<file path="config.mk">
export PLATFORM = sky130hd
export DESIGN_NAME = i2c_slave_rx
export DESIGN_NICKNAME = d
export VERILOG_FILES = /design/src/rtl/i2c_slave_rx.sv
export SDC_FILE = /design/constraint.sdc
export NUM_CORES = 1
export LEC_CHECK = 0
export CORE_AREA = 4 4 68 70
export CTS_BUF_LIST = sky130_fd_sc_hd__clkbuf_4 sky130_fd_sc_hd__clkbuf_8
export CTS_CLUSTER_SIZE = 28
export DETAILED_ROUTE_END_ITERATION = 12
export DIE_AREA = 0 0 72 74
export PLACE_DENSITY = 0.87
export RECOVER_POWER = 25
export SLEW_MARGIN = 10
export SYNTH_ARGS = -nofsm -noshare
export SYNTH_HDL_FRONTEND = slang
export SYNTH_SLANG_ARGS = --single-unit
</file>
<file path="constraint.sdc">
create_clock -name clk -period 2 [get_ports clk]
set_clock_uncertainty 0.2 [all_clocks]
set_input_delay 0.4 -clock clk [delete_from_list [all_inputs] [get_ports clk]]
set_output_delay 0.4 -clock clk [all_outputs]
set_load 0.01 [all_outputs]
</file>
<file path="src/rtl/i2c_slave_rx.sv">
// I2C slave receiver: synchronises SCL/SDA, matches a 7-bit write address, ACKs,
// and parks received bytes in a two-entry ping-pong buffer drained by valid/pop.
module i2c_slave_rx #(
   parameter logic [6:0] SLAVE_ADDR = 7'h50
) (
   input  logic       clk,
   input  logic       rst_n,
   input  logic       SCL,
   input  logic       SDA,
   output logic       SDAOutEn,
   output logic       RXValid,
   output logic [7:0] RXData,
   input  logic       RXPop,
   output logic       AddrMatch,
   output logic       StartDet,
   output logic       StopDet,
   output logic       Overrun
);

   localparam int unsigned BYTE_W = 8;
   localparam int unsigned BIT_W  = 3;
   localparam int unsigned CNT_W  = 2;

   typedef enum logic [2:0] {
      S_IDLE, S_ADDR, S_ADDRACK, S_DATA, S_DACK, S_DNACK, S_IGNORE
   } state_t;

   state_t state, state_n;

   logic [1:0]        scl_sync, sda_sync;
   logic              scl_q, sda_q;
   logic              scl_s, sda_s;
   logic              scl_rise, scl_fall, start_c, stop_c;

   logic [BIT_W-1:0]  bitcnt, bitcnt_n;
   logic [BYTE_W-2:0] shreg, shreg_n;
   logic [BYTE_W-1:0] byte_c;
   logic              ack9, ack9_n;
   logic              oe_n, match_n, start_n, stop_n, ovr_n;
   logic              store_c, pop_c;

   logic [1:0][BYTE_W-1:0] rx_buf;
   logic                   rptr, wptr;
   logic [CNT_W-1:0]       count, count_n;

   // Two-flop synchronisers plus one delayed copy for edge detection; idle bus is high
   always_ff @(posedge clk or negedge rst_n) begin
      if (!rst_n) begin
         scl_sync <= 2'b11;
         sda_sync <= 2'b11;
         scl_q    <= 1'b1;
         sda_q    <= 1'b1;
      end else begin
         scl_sync <= {scl_sync[0], SCL};
         sda_sync <= {sda_sync[0], SDA};
         scl_q    <= scl_sync[1];
         sda_q    <= sda_sync[1];
      end
   end

   assign scl_s    = scl_sync[1];
   assign sda_s    = sda_sync[1];
   assign scl_rise = scl_s & ~scl_q;
   assign scl_fall = ~scl_s & scl_q;
   assign start_c  = scl_s & scl_q & sda_q & ~sda_s;
   assign stop_c   = scl_s & scl_q & ~sda_q & sda_s;
   assign byte_c   = {shreg, sda_s};

   assign RXValid = (count != CNT_W'(0));
   assign RXData  = rx_buf[rptr];
   assign pop_c   = RXPop & RXValid;

   always_ff @(posedge clk or negedge rst_n) begin
      if (!rst_n) state <= S_IDLE;
      else        state <= state_n;
   end

   // Next-state and next-output logic; START/STOP override every state
   always_comb begin
      state_n  = state;
      bitcnt_n = bitcnt;
      shreg_n  = shreg;
      ack9_n   = ack9;
      oe_n     = SDAOutEn;
      match_n  = AddrMatch;
      ovr_n    = Overrun;
      start_n  = 1'b0;
      stop_n   = 1'b0;
      store_c  = 1'b0;
      if (start_c) begin
         state_n  = S_ADDR;
         bitcnt_n = '0;
         oe_n     = 1'b0;
         match_n  = 1'b0;
         start_n  = 1'b1;
      end else if (stop_c) begin
         state_n = S_IDLE;
         oe_n    = 1'b0;
         match_n = 1'b0;
         stop_n  = 1'b1;
      end else begin
         case (state)
            S_IDLE: ;
            S_ADDR: begin
               if (scl_rise) begin
                  shreg_n = byte_c[BYTE_W-2:0];
                  if (bitcnt == BIT_W'(7)) begin
                     bitcnt_n = '0;
                     ack9_n   = 1'b0;
                     if (byte_c[7:1] == SLAVE_ADDR && !byte_c[0]) begin
                        state_n = S_ADDRACK;
                        match_n = 1'b1;
                     end else begin
                        state_n = S_IGNORE;
                     end
                  end else begin
                     bitcnt_n = bitcnt + BIT_W'(1);
                  end
               end
            end
            S_ADDRACK, S_DACK: begin
               // Drive low from the 8th fall, release on the 9th fall
               if (scl_fall) begin
                  if (!ack9) begin
                     oe_n = 1'b1;
                  end else begin
                     oe_n     = 1'b0;
                     state_n  = S_DATA;
                     bitcnt_n = '0;
                  end
               end else if (scl_rise) begin
                  ack9_n = 1'b1;
               end
            end
            S_DATA: begin
               if (scl_rise) begin
                  shreg_n = byte_c[BYTE_W-2:0];
                  if (bitcnt == BIT_W'(7)) begin
                     bitcnt_n = '0;
                     ack9_n   = 1'b0;
                     if (count != CNT_W'(2)) begin
                        store_c = 1'b1;
                        state_n = S_DACK;
                     end else begin
                        ovr_n   = 1'b1;
                        state_n = S_DNACK;
                     end
                  end else begin
                     bitcnt_n = bitcnt + BIT_W'(1);
                  end
               end
            end
            S_DNACK: begin
               if (scl_rise)              ack9_n  = 1'b1;
               else if (scl_fall && ack9) state_n = S_IGNORE;
            end
            S_IGNORE: oe_n = 1'b0;
            default:  state_n = S_IDLE;
         endcase
      end
   end

   always_ff @(posedge clk or negedge rst_n) begin
      if (!rst_n) begin
         bitcnt    <= '0;
         shreg     <= '0;
         ack9      <= 1'b0;
         SDAOutEn  <= 1'b0;
         AddrMatch <= 1'b0;
         StartDet  <= 1'b0;
         StopDet   <= 1'b0;
         Overrun   <= 1'b0;
      end else begin
         bitcnt    <= bitcnt_n;
         shreg     <= shreg_n;
         ack9      <= ack9_n;
         SDAOutEn  <= oe_n;
         AddrMatch <= match_n;
         StartDet  <= start_n;
         StopDet   <= stop_n;
         Overrun   <= ovr_n;
      end
   end

   // Ping-pong buffer: simultaneous store and pop leave the count unchanged
   always_comb begin
      count_n = count;
      case ({store_c, pop_c})
         2'b10:   count_n = count + CNT_W'(1);
         2'b01:   count_n = count - CNT_W'(1);
         default: count_n = count;
      endcase
   end

   always_ff @(posedge clk or negedge rst_n) begin
      if (!rst_n) begin
         rx_buf <= '0;
         rptr   <= 1'b0;
         wptr   <= 1'b0;
         count  <= '0;
      end else begin
         if (store_c) begin
            rx_buf[wptr] <= byte_c;
            wptr         <= ~wptr;
         end
         if (pop_c) rptr <= ~rptr;
         count <= count_n;
      end
   end

endmodule
</file>
==> impl_metrics.toml, run 1 <==
[timing]
finalSetupViolations = 0
worstMarginPinSlew_ps = 957
fin_ws_ps = 20.5
period_needed_ps = 1980
fin_crit_sh_pct = 99.0
setup_tns_ps = 0
maxSlewViolCount = 0
hold_viol = 0
rsz0062_at_grt = "yes"
slew_headroom_pct = 36.2
hold_ws_ps = 159
fmax_mhz = 505

[logic_synthesis]
ys_async_sr_fraction_pct = 100
seq_area_frac_synth_pct = 54.2
ys_seq_elements = 45
synth_cell_types = 44
synth_edf_count = 0
avgSynthCellArea_um2 = 12.9
synthesis.nets = 170
syn_inst = 162
synth_ff_type = "dfrtp_1"
syn-cell-area_mm2 = 0.00209
ys_warn_count = 0

[clock_tree]
clock-root-buffer = "clkbuf_8"
cts-htree-levels = 2
cts_buffer_depth = 2
insertion_delay_ps = 300
clkSlewWorstSetupHoldPaths_ps = 80
clock_sinks = 45
cts_tree = "done"
numCtsBuffers = 5

[final_layout]
final_util_pct = 64.5
multiInputGateArea_um2 = 960
diodes = 0
drive_above_1_share_pct = 40.6
final_common_cell = "dfrtp_1"
fill_cells = 301
final_nets = 205
final_area_mm2 = 0.00256
seq_area_mm2 = 0.00113
final_cell_count_no_fill = 247
areaGrowthSynthToFinish_pct = 22.3
mostFrequentLayoutCells = "dfrtp_1, mux2_2, mux2_4, buf_4"

[floorplanning]
fp.coreArea_mm2 = 0.00397
die_w_um = 72
ios = 19
design.die.area_mm2 = 0.00533
die_h_um = 74
rows = 23
start_util_pct = 52.7

[grt]
grt_antenna_before_repair = 0
grt_usage_pct = 17.6
grt_pass1_wl_um = 7070
grt_pass1_vias = 1489
grt_max_degree = 46
gr-total-overflow = 0

[setup_path]
critPathMaxFanout = 3
required_ps = 2010
r2r-start = "scl_sync[1]$_DFF_PN1_"
critPathLaunch = "scl_sync[1]$_DFF_PN1_"
slowest_delay_ps = 530
cp-end-kind = "flop"
worstSetupPathType = "reg2reg"
critPathSlowestCell = "dfstp_2"
worstPathArrival_ps = 1990
start_kind = "flop"
worstPathCellList = "and4bb_2 > nand4_4 > buf_6 > ha_4 > xnor2_2 > nor2_2 > xor2_1"

[route]
drt_iter0_markers = 91
via_count = 1392
post_drt_wl_per_cell_um = 16.9
dr.pass1.iters = 4
vias_per_cell = 5.64
routed_wl_um = 4180
postRouteAntennaNets = 0
route.detailed.drc = 0

[place]
post_dp_cell_area_mm2 = 0.00239
port_buffers = 18
placed_cells = 235
hpwl_um = 2890
dp_worst_setup_slack_ps = -51.5
globalplace.congestion = 0.891

[pwr]
p_int_mw = 1.61
swShare_pct = 28.9
leakage_nw = 1.21
switchingPower_uw = 652
power_density_mw_per_mm2 = 883
seqPwrFrac_pct = 48.9
peakVddDrop_v = 0.000668
pwr-share-comb_pct = 25.9
finalPower_mw = 2.26
p_clk_share_pct = 25.2

[job]
max-cap-violations = 0

[outcome]
run_status = "finished clean"

[worst_hold_path]
min_from = "scl_sync[0]$_DFF_PN1_"
hp-class = "reg2reg"
[cells in the mapped netlist (all sizes together) (2+ instances only)]
| library cell | number | area, um2 |
|---|---|---|
| dfrtp | 39 | 976 |
| a31oi | 2 | 12.5 |
| buf | 4 | 32.5 |
| nand3 | 2 | 10.0 |
| nand2b | 2 | 12.5 |
| dfstp | 6 | 158 |
| or2 | 2 | 12.5 |
| nor2 | 10 | 40.0 |
| o21ai | 2 | 10.0 |
| o22ai | 2 | 12.5 |
| ha | 3 | 37.5 |
| a21oi | 3 | 15.0 |
| clkbuf | 4 | 15.0 |
| nand4b | 2 | 17.5 |
| inv | 4 | 15.0 |
| and4b | 2 | 20.0 |
| o211ai | 2 | 15.0 |
| xor2 | 3 | 26.3 |
| nand3b | 3 | 22.5 |
| mux2 | 32 | 390 |
| nand2 | 8 | 30.0 |
| nor3 | 4 | 25.0 |
| mux2i | 2 | 20.0 |
| xnor2 | 4 | 35.0 |
[state kept, by name, indices dropped and copies added, names as in the netlist, 2 cells and up]
name / flops
state: 3
shreg: 7
rx_buf: 16
sda_sync: 2
bitcnt: 3
scl_sync: 2
count: 2
[power by group through the flow]
| stage | sequential, mW | combinational (mW) | clock, mW |
|---|---|---|---|
| detailed placement | 1.17 | 0.430 | 0 |
| global route | 1.12 | 0.639 | 0.644 |
| floorplan | 1.11 | 0.315 | 0 |
| global placement | 1.15 | 0.396 | 0 |
| finish | 1.11 | 0.585 | 0.570 |
| CTS | 1.10 | 0.567 | 0.590 |
[cells by family (layout without fill, tap and decap cells)]
logic type      count (synthesis)  in the layout  share of synthesized area (%)
compound gates                 17             17                           5.44
xor+xnor                        7              7                           2.93
flops                          45             45                           54.2
simple gates                   44             44                           13.1
buf+inv                        12             47                           2.99
fa+ha+maj                       3              3                           1.79
mux                            34             34                           19.6
[area by class of cell]
| cell class | count | share of cell area [%] |
|---|---|---|
| inverter | 4 | 0.587 |
| sequential | 45 | 44.3 |
| timing repair buffer | 36 | 11.6 |
| tap | 50 | 2.44 |
| multi-input combinational | 105 | 37.5 |
| clock buffer | 7 | 3.52 |
[critical path, delay by kind of cell (launching register included)]
family / cells / cell delay (ps)
flops: 1 / 530
simple gates: 3 / 510
xor+xnor: 2 / 320
fa+ha+maj: 1 / 160
buf+inv: 1 / 160
[worst paths after layout]
kind                            depth (start not counted)                     to  slack [ps]
worst max-delay path                                    7   count[1]$_DFFE_PN0P_          20
worst min-delay path                                    0  scl_sync[1]$_DFF_PN1_         160
min in group asynchronous                               3   state[0]$_DFFE_PN0P_         680
worst max register to register                          7   count[1]$_DFFE_PN0P_          20
worst min register to register                          0  scl_sync[1]$_DFF_PN1_         160
max in group asynchronous                               3       rptr$_DFFE_PN0P_         270
[metal layers]
metal	part of all wire, %	vias up	GRT usage (%)
met2	51	43	29.0
met5	0	-	0
met3	5.1	12	5.27
met1	42	694	21.1
met4	2.4	0	8.98
li1	-	643	-
[what timing repair did]
action                                 CTS  global route
setup endpoints to repair               26            16
hold buffers                             1             0
resized for setup                       25            19
setup buffers                            4             0
endpoints found under the hold margin   39             0
pin swaps                                1             2
Note: power is estimated with default switching activity, not from simulation.
==> inputs of run 2 (changes only) <==
Settings changed: CORE_AREA 4 4 68 70 to 4 4 70 72, DIE_AREA 0 0 72 74 to 0 0 74 76, PLACE_DENSITY 0.87 to 0.83.
==> run 2 against run 1 <==
Net effect:
- worst hold slack about the same
- die area increased by 5.6%
- global-route usage decreased by 2.7 points
- maximum frequency about the same
- sequential share of layout area increased by 0.44 points
- routed wire length decreased by 11%
- flip-flop and latch count unchanged
- clock power increased by 26%
- via count decreased by 3.3%
- critical path type unchanged
==> impl_metrics.toml, run 2 (synthesis results as in run 1) <==
[outcome]
run_status = "finished clean"

[floorplanning]
die_w_um = 74
ios = 19
rows = 24
design.die.area_mm2 = 0.00562
fp.coreArea_mm2 = 0.00429
die_h_um = 76
start_util_pct = 48.7

[final_layout]
final_common_cell = "dfrtp_1"
final_nets = 205
drive_above_1_share_pct = 40.4
fill_cells = 339
mostFrequentLayoutCells = "dfrtp_1, mux2_2, buf_4"
largest_reg_flops = 16
diodes = 0
largest-register = "rx_buf"
reg_top3 = "rx_buf: 16 flops, shreg: 7 flops"
areaGrowthSynthToFinish_pct = 21.1
final_area_mm2 = 0.00253

[grt]
grt_pass1_vias = 1280
grt_usage_pct = 14.8
grt_max_degree = 46
gr-total-overflow = 0
grt_antenna_before_repair = 0
grt_pass1_wl_um = 6360

[clock_tree]
numCtsBuffers = 5
cts-htree-levels = 2
cts_buffer_depth = 2
insertion_delay_ps = 300
clkSlewWorstSetupHoldPaths_ps = 80
cts_tree = "done"
clock_sinks = 45
clock-root-buffer = "clkbuf_8"

[pwr]
peakVddDrop_v = 0.000560
leakage_nw = 1.22
power_density_mw_per_mm2 = 930

[place]
globalplace.congestion = 0.895
hpwl_um = 2500
post_dp_cell_area_mm2 = 0.00242
port_buffers = 18
dp_worst_setup_slack_ps = -52.7

[setup_path]
ff2ff_setup_slack_ps = 20
required_ps = 1990
worstPathArrival_ps = 1970
r2r-start = "scl_sync[1]$_DFF_PN1_"
start_kind = "flop"
worstSetupPathType = "reg2reg"
worst_r2r_path_depth = 7
reg2reg_to = "count[1]$_DFFE_PN0P_"
critPathMaxFanout = 3
cp-end-kind = "flop"

[route]
route.detailed.drc = 0
via_count = 1346
routed_wl_um = 3710
post_drt_wl_per_cell_um = 14.8
drt_iter0_markers = 94
vias_per_cell = 5.38
dr.pass1.iters = 4
postRouteAntennaNets = 0

[timing]
worstMarginPinSlew_ps = 973
period_needed_ps = 1980
rsz0062_at_grt = "yes"
slew_headroom_pct = 35.1
fmax_mhz = 506
hold_viol = 0
finalSetupViolations = 0
fin_crit_sh_pct = 98.9
fin_ws_ps = 22.1
maxSlewViolCount = 0

[job]
max-cap-violations = 0

[worst_hold_path]
holdPathStages = 0
min_to = "scl_sync[1]$_DFF_PN1_"
hp-class = "reg2reg"
min_from = "scl_sync[0]$_DFF_PN1_"
==> run 2: worst max-delay path, cell delays in order (launching register included) <==
cell and delay [ps]:
dfstp_2 540, and4bb_2 290, nand4_4 130, buf_4 180, ha_4 150, xnor2_1 190
nor2_2 60, xor2_1 140
==> run 2: final cells by class <==
| class | instances | area, um2 | area share [%] |
|---|---|---|---|
| multi-input cells | 105 | 915 | 36.1 |
| clock buffers | 7 | 90.1 | 3.55 |
| well taps | 52 | 65.1 | 2.57 |
| flip-flops and latches | 45 | 1130 | 44.8 |
| repair buffers | 36 | 285 | 11.3 |
| clock inverters | 1 | 30.0 | 1.18 |
| inverters | 4 | 15.0 | 0.592 |
==> run 2: layer usage <==
metal  GRT usage [%]  vias to the layer above  wire [um]
li1                -                      653          -
met1            21.9                      660       1820
met2            20.1                       27       1680
met3            4.88                        6        140
met4            5.43                        0         69
met5               0                        -          0
==> run 2: power by group <==
group | internal [mW] | switching, mW
logic | 0.282 | 0.246
clock network | 0.421 | 0.295
registers | 1.02 | 0.0963
==> run 2: repair_timing <==
item                                   CTS  global route
endpoints found under the hold margin   39             0
buffers inserted                         3             0
gates resized for setup                 17            15
hold buffers                             1             0
pin swaps                                1             3
setup endpoints to repair               10            17
==> run 2: how the worst max path moves through the flow <==
stage / startpoint / end
finish: scl_sync[1]$_DFF_PN1_ / count[1]$_DFFE_PN0P_
CTS: rptr$_DFFE_PN0P_ / RXData[7]
global placement: rptr$_DFFE_PN0P_ / RXData[2]
global route: scl_sync[1]$_DFF_PN1_ / count[1]$_DFFE_PN0P_
detailed placement: rptr$_DFFE_PN0P_ / RXData[6]
floorplan: scl_q$_DFF_PN1_ / bitcnt[0]$_DFFE_PN0P_
==> run 2: metrics by stage <==
stage | setup TNS [ps] | cells | hold WS [ps] | power (mW) | utilization, %
finish | 0 | 250 | 158 | 2.36 | 59.0
global route | -46.7 | 250 | 165 | 2.49 | 59.0
CTS | -88.9 | 251 | 159 | 2.35 | 60.0
detailed placement | -256 | 239 | 147 | 1.58 | 56.4
global placement | -95.2 | 239 | 147 | 1.56 | 56.4
floorplan | 0 | 162 | -95.6 | 1.42 | -
==> inputs of run 3 (changes only) <==
Settings changed: CORE_AREA 4 4 70 72 to 4 4 101 103, DIE_AREA 0 0 74 76 to 0 0 105 107, PLACE_DENSITY 0.83 to 0.5, SLEW_MARGIN 10 to not set.
==> run 3 against run 2 <==
Net effect:
- global-route usage fell by 7.0 points
- cell area rose by 8.3%
- critical path type is now reg2out
- setup slack improved by 4.9 ps
- die area rose by 100%
- clock-buffer cell count fell by 2
- non-clock buffer count rose by 5
- combinational power rose by 8.3%
==> impl_metrics.toml, run 3 (synthesis results as in run 1) <==
[outcome]
run_status = "finished clean"

[grt]
grt_pass1_vias = 1373
grt_max_degree = 46
gr-total-overflow = 0
grt_antenna_before_repair = 0
grt_usage_pct = 7.87
grt_pass1_wl_um = 7070

[place]
globalplace.congestion = 0.717
hpwl_um = 2850
placed_cells = 301
dp_worst_setup_slack_ps = 38.3
port_buffers = 18

[pwr]
power_density_mw_per_mm2 = 916
leakage_nw = 1.27
finalPower_mw = 2.52
peakVddDrop_v = 0.000494

[setup_path]
worstPathArrival_ps = 1370
cp-end-kind = "output pin"
start_kind = "flop"
critPathMaxFanout = 4
worstPathCellList = "buf_6 > buf_6 > mux2_4 > buf_6"
crit_top_cell = "buf_6"
worst_r2r_path_depth = 5
cp.depth = 4
required_ps = 1400
critPathSlowestCell = "dfrtp_1"
critPathBufInv = 3
worstSetupPathType = "reg2out"
crit_family = "flip-flops"
slowest_delay_ps = 410

[floorplanning]
start_util_pct = 22.8
fp.coreArea_mm2 = 0.00920
die_w_um = 105
die_h_um = 107
design.die.area_mm2 = 0.0112
ios = 19
rows = 35

[final_layout]
final_common_cell = "dfrtp_1"
largest-register = "rx_buf"
final_nets = 210
drive_above_1_share_pct = 40.9
diodes = 0
areaGrowthSynthToFinish_pct = 31.2
mostFrequentLayoutCells = "dfrtp_1, mux2_2, mux2_4, buf_6, buf_4"
final_util_pct = 29.9
reg_top3 = "rx_buf: 16 flops, shreg: 7 flops"
final_cell_count_no_fill = 314
largest_reg_flops = 16

[clock_tree]
cts_tree = "done"
insertion_delay_ps = 300
clock_sinks = 45
clkSlewWorstSetupHoldPaths_ps = 90
cts-htree-levels = 2
cts_buffer_depth = 2
numCtsBuffers = 5
clock-root-buffer = "clkbuf_8"

[route]
routed_wl_um = 4100
via_count = 1344
vias_per_cell = 4.28
dr.pass1.iters = 4
drt_iter0_markers = 81
postRouteAntennaNets = 0
route.detailed.drc = 0
post_drt_wl_per_cell_um = 13.0

[timing]
finalSetupViolations = 0
hold_ws_ps = 159
fmax_mhz = 507
maxSlewViolCount = 0
fin_crit_sh_pct = 98.6
fin_ws_ps = 27.1
rsz0062_at_grt = "yes"
hold_viol = 0
slew_headroom_pct = 34.9
worstMarginPinSlew_ps = 977
period_needed_ps = 1970

[worst_hold_path]
holdPathStages = 0
hp-class = "reg2reg"

[job]
max-cap-violations = 0
-- run 3: worst paths after layout --
kind	from	end	slack [ps]
hold reg to reg	sda_sync[0]$_DFF_PN1_	sda_sync[1]$_DFF_PN1_	160
setup / recovery	rptr$_DFFE_PN0P_	RXData[5]	30
setup reg to reg	scl_sync[1]$_DFF_PN1_	rx_buf[11]$_DFFE_PN0P_	80
hold / removal	sda_sync[0]$_DFF_PN1_	sda_sync[1]$_DFF_PN1_	160
max in group asynchronous	rst_n	rx_buf[1]$_DFFE_PN0P_	320
min in group asynchronous	rst_n	bitcnt[0]$_DFFE_PN0P_	670
-- run 3: cell type report --
type | instances | area, um2
clock buffer | 5 | 68.8
clock inverter | 3 | 68.8
fill | 964 | 6450
inverter | 4 | 15.0
multi-input combinational | 105 | 925
sequential | 45 | 1130
tap | 111 | 139
timing repair buffer | 41 | 397
-- run 3: per-layer routing --
layer | global-route usage, % | vias up | wire (um)
li1 | - | 656 | -
met1 | 10.4 | 663 | 1960
met2 | 12.5 | 20 | 1940
met3 | 1.81 | 5 | 121
met4 | 3.09 | 0 | 72
met5 | 0 | - | 0
-- run 3: report_power, final --
group          internal, mW  switching [mW]
Sequential             1.02          0.0983
Clock                 0.503           0.327
Combinational         0.315           0.257
Total                  1.83           0.682
-- run 3: repair_timing --
action,CTS,global route
hold buffers,1,0
setup buffers,3,2
pin swaps,0,3
endpoints found under the setup margin,9,10
resized for setup,33,21
hold endpoints to repair,39,0
-- run 3: metrics by stage --
| stage | area (um2) | TNS, ps |
|---|---|---|
| finish | 2750 | 0 |
| global route | 2750 | -159 |
| CTS | 2660 | 0 |
| detailed placement | 2530 | 0 |
| global placement | 2530 | 0 |
| floorplan | 2090 | 0 |
